## src/rtl/sound_pkg.sv

```systemverilog
// Shared definitions for the buzzer sequencer: event codes, FSM states,
// note half-periods at 50 MHz, sequence lengths and request-set helpers.
package sound_pkg;

    localparam logic [1:0] SOUND_NONE       = 2'b00;
    localparam logic [1:0] SOUND_EAT_FOOD   = 2'b01;
    localparam logic [1:0] SOUND_GAME_OVER  = 2'b10;
    localparam logic [1:0] SOUND_GAME_START = 2'b11;

    typedef enum logic [1:0] {
        IDLE = 2'd0,
        NOTE = 2'd1,
        GAP  = 2'd2
    } state_t;

    localparam logic [15:0] HP_C5 = 16'd47801;
    localparam logic [15:0] HP_E5 = 16'd37936;
    localparam logic [15:0] HP_G5 = 16'd31888;
    localparam logic [15:0] HP_C6 = 16'd23889;

    localparam logic [1:0] LEN_EAT_FOOD   = 2'd1;
    localparam logic [1:0] LEN_GAME_START = 2'd3;
    localparam logic [1:0] LEN_GAME_OVER  = 2'd3;

    // Pending/request bits are indexed by event code; code 00 maps to nothing.
    function automatic logic [3:1] code_bit(input logic [1:0] code);
        code_bit = '0;
        case (code)
            SOUND_EAT_FOOD:   code_bit[1] = 1'b1;
            SOUND_GAME_OVER:  code_bit[2] = 1'b1;
            SOUND_GAME_START: code_bit[3] = 1'b1;
            default:          code_bit    = '0;
        endcase
    endfunction

    function automatic logic [1:0] pick_code(input logic [3:1] req);
        if (req[2])      pick_code = SOUND_GAME_OVER;
        else if (req[3]) pick_code = SOUND_GAME_START;
        else if (req[1]) pick_code = SOUND_EAT_FOOD;
        else             pick_code = SOUND_NONE;
    endfunction

endpackage

```

## src/rtl/sound_note_rom.sv

```systemverilog
// Combinational note table: (event code, note index) -> tone half-period
// in 50 MHz clocks and a flag marking the final note of the sequence.
module sound_note_rom
    import sound_pkg::*;
(
    input  logic [1:0]  code,
    input  logic [1:0]  index,
    output logic [15:0] half_period,
    output logic        last_note
);

    always_comb begin
        half_period = '0;
        last_note   = 1'b1;
        case (code)
            SOUND_EAT_FOOD: begin
                half_period = HP_C6;
                last_note   = (index == LEN_EAT_FOOD - 2'd1);
            end
            SOUND_GAME_START: begin
                case (index)
                    2'd0:    half_period = HP_C5;
                    2'd1:    half_period = HP_E5;
                    default: half_period = HP_G5;
                endcase
                last_note = (index == LEN_GAME_START - 2'd1);
            end
            SOUND_GAME_OVER: begin
                case (index)
                    2'd0:    half_period = HP_G5;
                    2'd1:    half_period = HP_E5;
                    default: half_period = HP_C5;
                endcase
                last_note = (index == LEN_GAME_OVER - 2'd1);
            end
            default: begin
                half_period = '0;
                last_note   = 1'b1;
            end
        endcase
    end

endmodule

```

## src/rtl/sound_event_scheduler.sv

```systemverilog
// Buzzer sequencer: queues sound requests and plays their note sequences in
// priority order. Define SOUND_PREEMPT_EN to let GAME_OVER abort other sequences.
//
// state | meaning
// IDLE  | silent, waiting for a request
// NOTE  | tone playing for NOTE_TICKS cycles
// GAP   | silent spacer of GAP_TICKS cycles after every note
module sound_event_scheduler
    import sound_pkg::*;
#(
    parameter int          M          = 2,
    parameter logic [25:0] NOTE_TICKS = 26'd5_000_000,
    parameter logic [25:0] GAP_TICKS  = 26'd500_000,
    parameter int          HP_SHIFT   = 0
) (
    input  logic         clk,
    input  logic         reset_global,
    input  logic [M-1:0] sound_event_code_in,
    input  logic         sound_trigger_in,
    output logic         buzzer_out,
    output logic         busy_out,
    output logic [M-1:0] playing_code_out,
    output logic [1:0]   note_index_out
);

    state_t      state, state_nxt;
    logic [1:0]  code_r, code_nxt;
    logic [1:0]  idx_r, idx_nxt;
    logic [25:0] tick_cnt, tick_nxt;
    logic [15:0] tone_cnt, tone_nxt;
    logic        buzzer, buzzer_nxt;
    logic [3:1]  pending, pending_nxt;

    logic [3:1]  trig_bits;
    logic [3:1]  req_set;
    logic [1:0]  sel_code;
    logic [15:0] rom_hp;
    logic [15:0] hp_shifted;
    logic [15:0] hp;
    logic        last_note;

    sound_note_rom u_rom (
        .code        (code_r),
        .index       (idx_r),
        .half_period (rom_hp),
        .last_note   (last_note)
    );

    assign hp_shifted = rom_hp >> HP_SHIFT;
    assign hp         = (hp_shifted == 16'd0) ? 16'd1 : hp_shifted;

    assign trig_bits = sound_trigger_in ? code_bit(sound_event_code_in) : '0;
    assign req_set   = pending | trig_bits;
    assign sel_code  = pick_code(req_set);

    always_comb begin
        state_nxt   = state;
        code_nxt    = code_r;
        idx_nxt     = idx_r;
        tick_nxt    = tick_cnt;
        tone_nxt    = tone_cnt;
        buzzer_nxt  = buzzer;
        pending_nxt = req_set;

        case (state)
            IDLE: begin
                buzzer_nxt = 1'b0;
                tick_nxt   = '0;
                tone_nxt   = '0;
                if (req_set != '0) begin
                    state_nxt   = NOTE;
                    code_nxt    = sel_code;
                    idx_nxt     = 2'd0;
                    pending_nxt = req_set & ~code_bit(sel_code);
                end
            end
            NOTE: begin
                if (tick_cnt == NOTE_TICKS - 26'd1) begin
                    state_nxt  = GAP;
                    tick_nxt   = '0;
                    tone_nxt   = '0;
                    buzzer_nxt = 1'b0;
                end else begin
                    tick_nxt = tick_cnt + 26'd1;
                    if (tone_cnt == hp - 16'd1) begin
                        tone_nxt   = '0;
                        buzzer_nxt = ~buzzer;
                    end else begin
                        tone_nxt = tone_cnt + 16'd1;
                    end
                end
            end
            GAP: begin
                buzzer_nxt = 1'b0;
                tone_nxt   = '0;
                if (tick_cnt == GAP_TICKS - 26'd1) begin
                    tick_nxt = '0;
                    if (!last_note) begin
                        state_nxt = NOTE;
                        idx_nxt   = idx_r + 2'd1;
                    end else if (req_set != '0) begin
                        // Chain straight into the next queued sequence, no IDLE cycle.
                        state_nxt   = NOTE;
                        code_nxt    = sel_code;
                        idx_nxt     = 2'd0;
                        pending_nxt = req_set & ~code_bit(sel_code);
                    end else begin
                        state_nxt = IDLE;
                        code_nxt  = SOUND_NONE;
                        idx_nxt   = 2'd0;
                    end
                end else begin
                    tick_nxt = tick_cnt + 26'd1;
                end
            end
            default: begin
                state_nxt  = IDLE;
                code_nxt   = SOUND_NONE;
                idx_nxt    = 2'd0;
                tick_nxt   = '0;
                tone_nxt   = '0;
                buzzer_nxt = 1'b0;
            end
        endcase

`ifdef SOUND_PREEMPT_EN
        // The aborted sequence is simply dropped; the triggering request is consumed.
        if (state != IDLE && trig_bits[2] && code_r != SOUND_GAME_OVER) begin
            state_nxt   = NOTE;
            code_nxt    = SOUND_GAME_OVER;
            idx_nxt     = 2'd0;
            tick_nxt    = '0;
            tone_nxt    = '0;
            buzzer_nxt  = 1'b0;
            pending_nxt = pending & ~code_bit(SOUND_GAME_OVER);
        end
`endif
    end

    always_ff @(posedge clk) begin
        if (reset_global) begin
            state    <= IDLE;
            code_r   <= SOUND_NONE;
            idx_r    <= 2'd0;
            tick_cnt <= '0;
            tone_cnt <= '0;
            buzzer   <= 1'b0;
            pending  <= '0;
        end else begin
            state    <= state_nxt;
            code_r   <= code_nxt;
            idx_r    <= idx_nxt;
            tick_cnt <= tick_nxt;
            tone_cnt <= tone_nxt;
            buzzer   <= buzzer_nxt;
            pending  <= pending_nxt;
        end
    end

    assign buzzer_out       = buzzer;
    assign busy_out         = (state != IDLE);
    assign playing_code_out = code_r;
    assign note_index_out   = idx_r;

endmodule

```

## config.mk

```make
export PLATFORM = sky130hd
export DESIGN_NAME = sound_event_scheduler
export DESIGN_NICKNAME = d
export VERILOG_FILES = /design/src/rtl/sound_pkg.sv /design/src/rtl/sound_note_rom.sv /design/src/rtl/sound_event_scheduler.sv
export SDC_FILE = /design/constraint.sdc
export NUM_CORES = 1
export LEC_CHECK = 0
export ABC_AREA = 1
export CAP_MARGIN = 10
export CELL_PAD_IN_SITES_DETAIL_PLACEMENT = 1
export CELL_PAD_IN_SITES_GLOBAL_PLACEMENT = 2
export CORE_UTILIZATION = 36
export CTS_BUF_LIST = sky130_fd_sc_hd__clkbuf_2
export DETAILED_ROUTE_END_ITERATION = 16
export PLACE_DENSITY = 0.9
export SKIP_CTS_REPAIR_TIMING = 1
export SYNTH_ARGS = -nofsm -noshare
export SYNTH_HDL_FRONTEND = slang
export SYNTH_HIERARCHICAL = 1
export SYNTH_SLANG_ARGS = --single-unit
```

## constraint.sdc

```tcl
create_clock -name clk -period 3.8 [get_ports clk]
set_input_delay 0.76 -clock clk [delete_from_list [all_inputs] [get_ports clk]]
set_output_delay 0.76 -clock clk [all_outputs]
set_load 0.05 [all_outputs]
```

==> impl_metrics.csv <==
group,metric,value,unit
worst_hold_path,hold_end,"tick_cnt[0]$_SDFF_PP0_",
drt,viasPerCell,4.84,
drt,vias,3243,
yosys,synth_edf_count,0,
yosys,async_flop_share,0,%
yosys,ys.flop_type,"dfxtp_1",
timing,fmax,0.293,GHz
drt,dr.pass1.iters,5,
power,p_sw,0.918,mW
timing,finalCriticalPeriod,3410,ps
yosys,seq_area_frac_synth,30.1,%
worst_hold_path,hold_start,"tick_cnt[0]$_SDFF_PP0_",
die,design.core.area,9280,um^2
timing,drv_slew,0,
power,switching_share,49.0,%
timing,min_period_over_period,89.7,%
finish,drive_gt1_share,8.32,%
drt,antenna_left,0,
yosys,ys_ff_latch,52,
drt,drt-total-wl,8570,um
clock_tree,cts_htree_levels,2,
critical_path,worstReg2RegEnd,"tone_cnt[12]$_SDFF_PP0_",
placed_design,place_congestion,0.840,
clock_tree,clock_latency,450,ps
grt,grt_usage,18.8,%
timing,whs,474,ps
critical_path,critPathLaunchType,"flip-flop",
placed_design,hpwlAfterDp,6920,um
drt,drtIter0Drc,93,
status,status,"completed",
power,ir_drop,0.148,mV
power,comb_power_share,55.6,%
yosys,synth_area_leaders,"dfxtp_1, nand2_1, nor2_1",
clock_tree,clkTransAtPathRegs,270,ps
yosys,synth.most_common_cell,"nand2_1",
power,p_total,1.87,mW
yosys,yosysTopAreaCellShare,30.1,%
clock_tree,cts_buffers,5,
clock_tree,cts_tree,"done",
critical_path,r2r_start,"playing_code_out[0]$_SDFFE_PP0P_",
yosys,synth_common_cells,"nand2_1, nor2_1, inv_1",
finish,fin_nets,552,
yosys,syn_area_per_cell,6.52,um^2
clock_tree,cts_buffer_depth,2,
power,leakage,1.49,nW
die,die_w,100,um
yosys,synth_area,3450,um^2
critical_path,r2r_cells,21,
flow_run,max_cap_violations,0,
timing,hold_viol,0,
grt,antenna_found_initial,0,
clock_tree,cts-root-buf,"clkbuf_2",
die,io_pins,11,
timing,grt_setup_unrepaired,"false",
worst_hold_path,min_path_cells,1,
critical_path,path_class,"reg -> reg",
yosys,yosysWarnings,6,
die,initial_core_util,37.2,%
die,core.rowCount,35,
grt,grt_use_met1,24.4,%
critical_path,worstPathMaxFanout,16,
worst_hold_path,min_path_type,"reg -> reg",
power,pwr-share-clk,12.1,%
yosys,synth_top_cell_by_area,"dfxtp_1",
grt,busiest_layer,"met2",
placed_design,dp_cells,662,
grt,grt_pass1_vias,3304,
critical_path,critPathCaptureType,"flip-flop",
grt,grt_pass1_wl,15200,um
grt,grt_max_degree,26,
yosys,synth_cells,530,
die,die_area,9990,um^2
timing,tns,0,ps
critical_path,reg2reg_setup_slack,390,ps
finish,utilization,39.8,%
power,p_int,0.956,mW
grt,globalRouteMet3Util,2.37,%
grt,overflow,0,
timing,skew,47.5,ps
power,p_seq_share,32.3,%
yosys,synth_cell_types,37,
finish,instances_no_fill,670,
drt,wl_per_cell,12.8,um
finish,area_growth_syn_to_layout,7.03,%
drt,drcViolationCount,0,
die,die_h,100,um
grt,use_met2,33.2,%
critical_path,required,4130,ps
timing,setup_viol,0,
placed_design,portBuffers,10,
clock_tree,cts.sinks,52,
power,power_density,507,nW/um^2
critical_path,arrival,3740,ps
finish,antenna_cells,0,
==> worst max-delay path, stage by stage (launching register included) <==
cell and delay, ps:
dfxtp_1 560, inv_1 150, nand3_1 120, nand2_1 180
nor2_1 210, nand2_1 180, nor2_4 140, nand2_4 100
nand2_2 80, inv_1 40, ha_1 220, nand2_1 180
nor2_1 80, nand2_1 80, xor2_1 180, inv_1 60
nor2_1 80, nand3_1 130, nor2_2 150, nand2_2 90
nand2_4 220, nor2_1 70
==> layout make-up <==
class,count,area [um^2]
clock buffer,6,30.0
multi-input combinational,387,2030
tap,129,161
timing repair buffer,13,123
fill,1254,5590
inverter,81,304
clock inverter,2,11.3
sequential,52,1040
==> through the flow <==
step | setup slack (ps) | cell area, um^2
after floorplan | 539 | 3460
after global placement | 544 | 3660
after detailed placement | 424 | 3660
after CTS | 347 | 3700
after global routing | 21.1 | 3700
final | 392 | 3700
==> metal layers <==
| layer | vias up | wire length (um) |
|---|---|---|
| met5 | - | 0 |
| met4 | 0 | 101 |
| met3 | 9 | 207 |
| met2 | 40 | 4000 |
| met1 | 1529 | 4260 |
| li1 | 1665 | - |
==> layout by cell type, fill, tap and decap left out, drive strengths merged <==
cell,count
a21oi,10
a31oi,1
dfxtp,52
nand3b,2
or2,4
nor2,107
clkinvlp,1
o21ai,12
xnor2,16
o31ai,1
inv,79
clkbuf,6
clkinv,3
a31o,1
xor2,24
and3,4
nand4,13
nor4,4
ha,7
o211ai,2
nand3,39
nor3,18
conb,2
o21bai,1
or3,2
clkdlybuf4s50,10
buf,3
o22ai,1
nand2,116
==> registers in the layout, summed over array words and instances (netlist names) <==
register and count:
state 2, tick_cnt 26, note_index_out 2, pending 3
playing_code_out 2, buzzer_out 1, tone_cnt 16
==> logic make-up after synthesis <==
kind of cell / count (synthesis) / synth area share (%)
simple gates: 309 / 41.0
buf+inv: 92 / 11.3
flops: 52 / 30.1
xor+xnor: 40 / 10.1
compound gates: 29 / 4.78
fa+ha+maj: 7 / 2.54
other cells: 1 / 0.109
==> worst max path at each step <==
| stage | from | to | slack [ps] | cells past startpoint |
|---|---|---|---|---|
| floorplan | note_index_out[1]$_SDFFE_PP0P_ | tone_cnt[11]$_SDFF_PP0_ | 540 | 24 |
| global placement | playing_code_out[0]$_SDFFE_PP0P_ | tone_cnt[3]$_SDFF_PP0_ | 540 | 21 |
| detailed placement | playing_code_out[0]$_SDFFE_PP0P_ | tone_cnt[12]$_SDFF_PP0_ | 420 | 21 |
| CTS | playing_code_out[0]$_SDFFE_PP0P_ | tone_cnt[12]$_SDFF_PP0_ | 350 | 21 |
| global route | playing_code_out[0]$_SDFFE_PP0P_ | tone_cnt[15]$_SDFF_PP0_ | 20 | 21 |
| finish | playing_code_out[0]$_SDFFE_PP0P_ | tone_cnt[12]$_SDFF_PP0_ | 390 | 21 |
==> power groups by stage <==
stage | Clock, mW | Sequential [mW] | Combinational (mW)
floorplan | 0 | 0.634 | 0.814
global placement | 0 | 0.613 | 1.02
detailed placement | 0 | 0.616 | 1.04
CTS | 0.242 | 0.607 | 1.05
global route | 0.263 | 0.612 | 1.18
finish | 0.228 | 0.605 | 1.04
(Power assumes the default switching activity.)
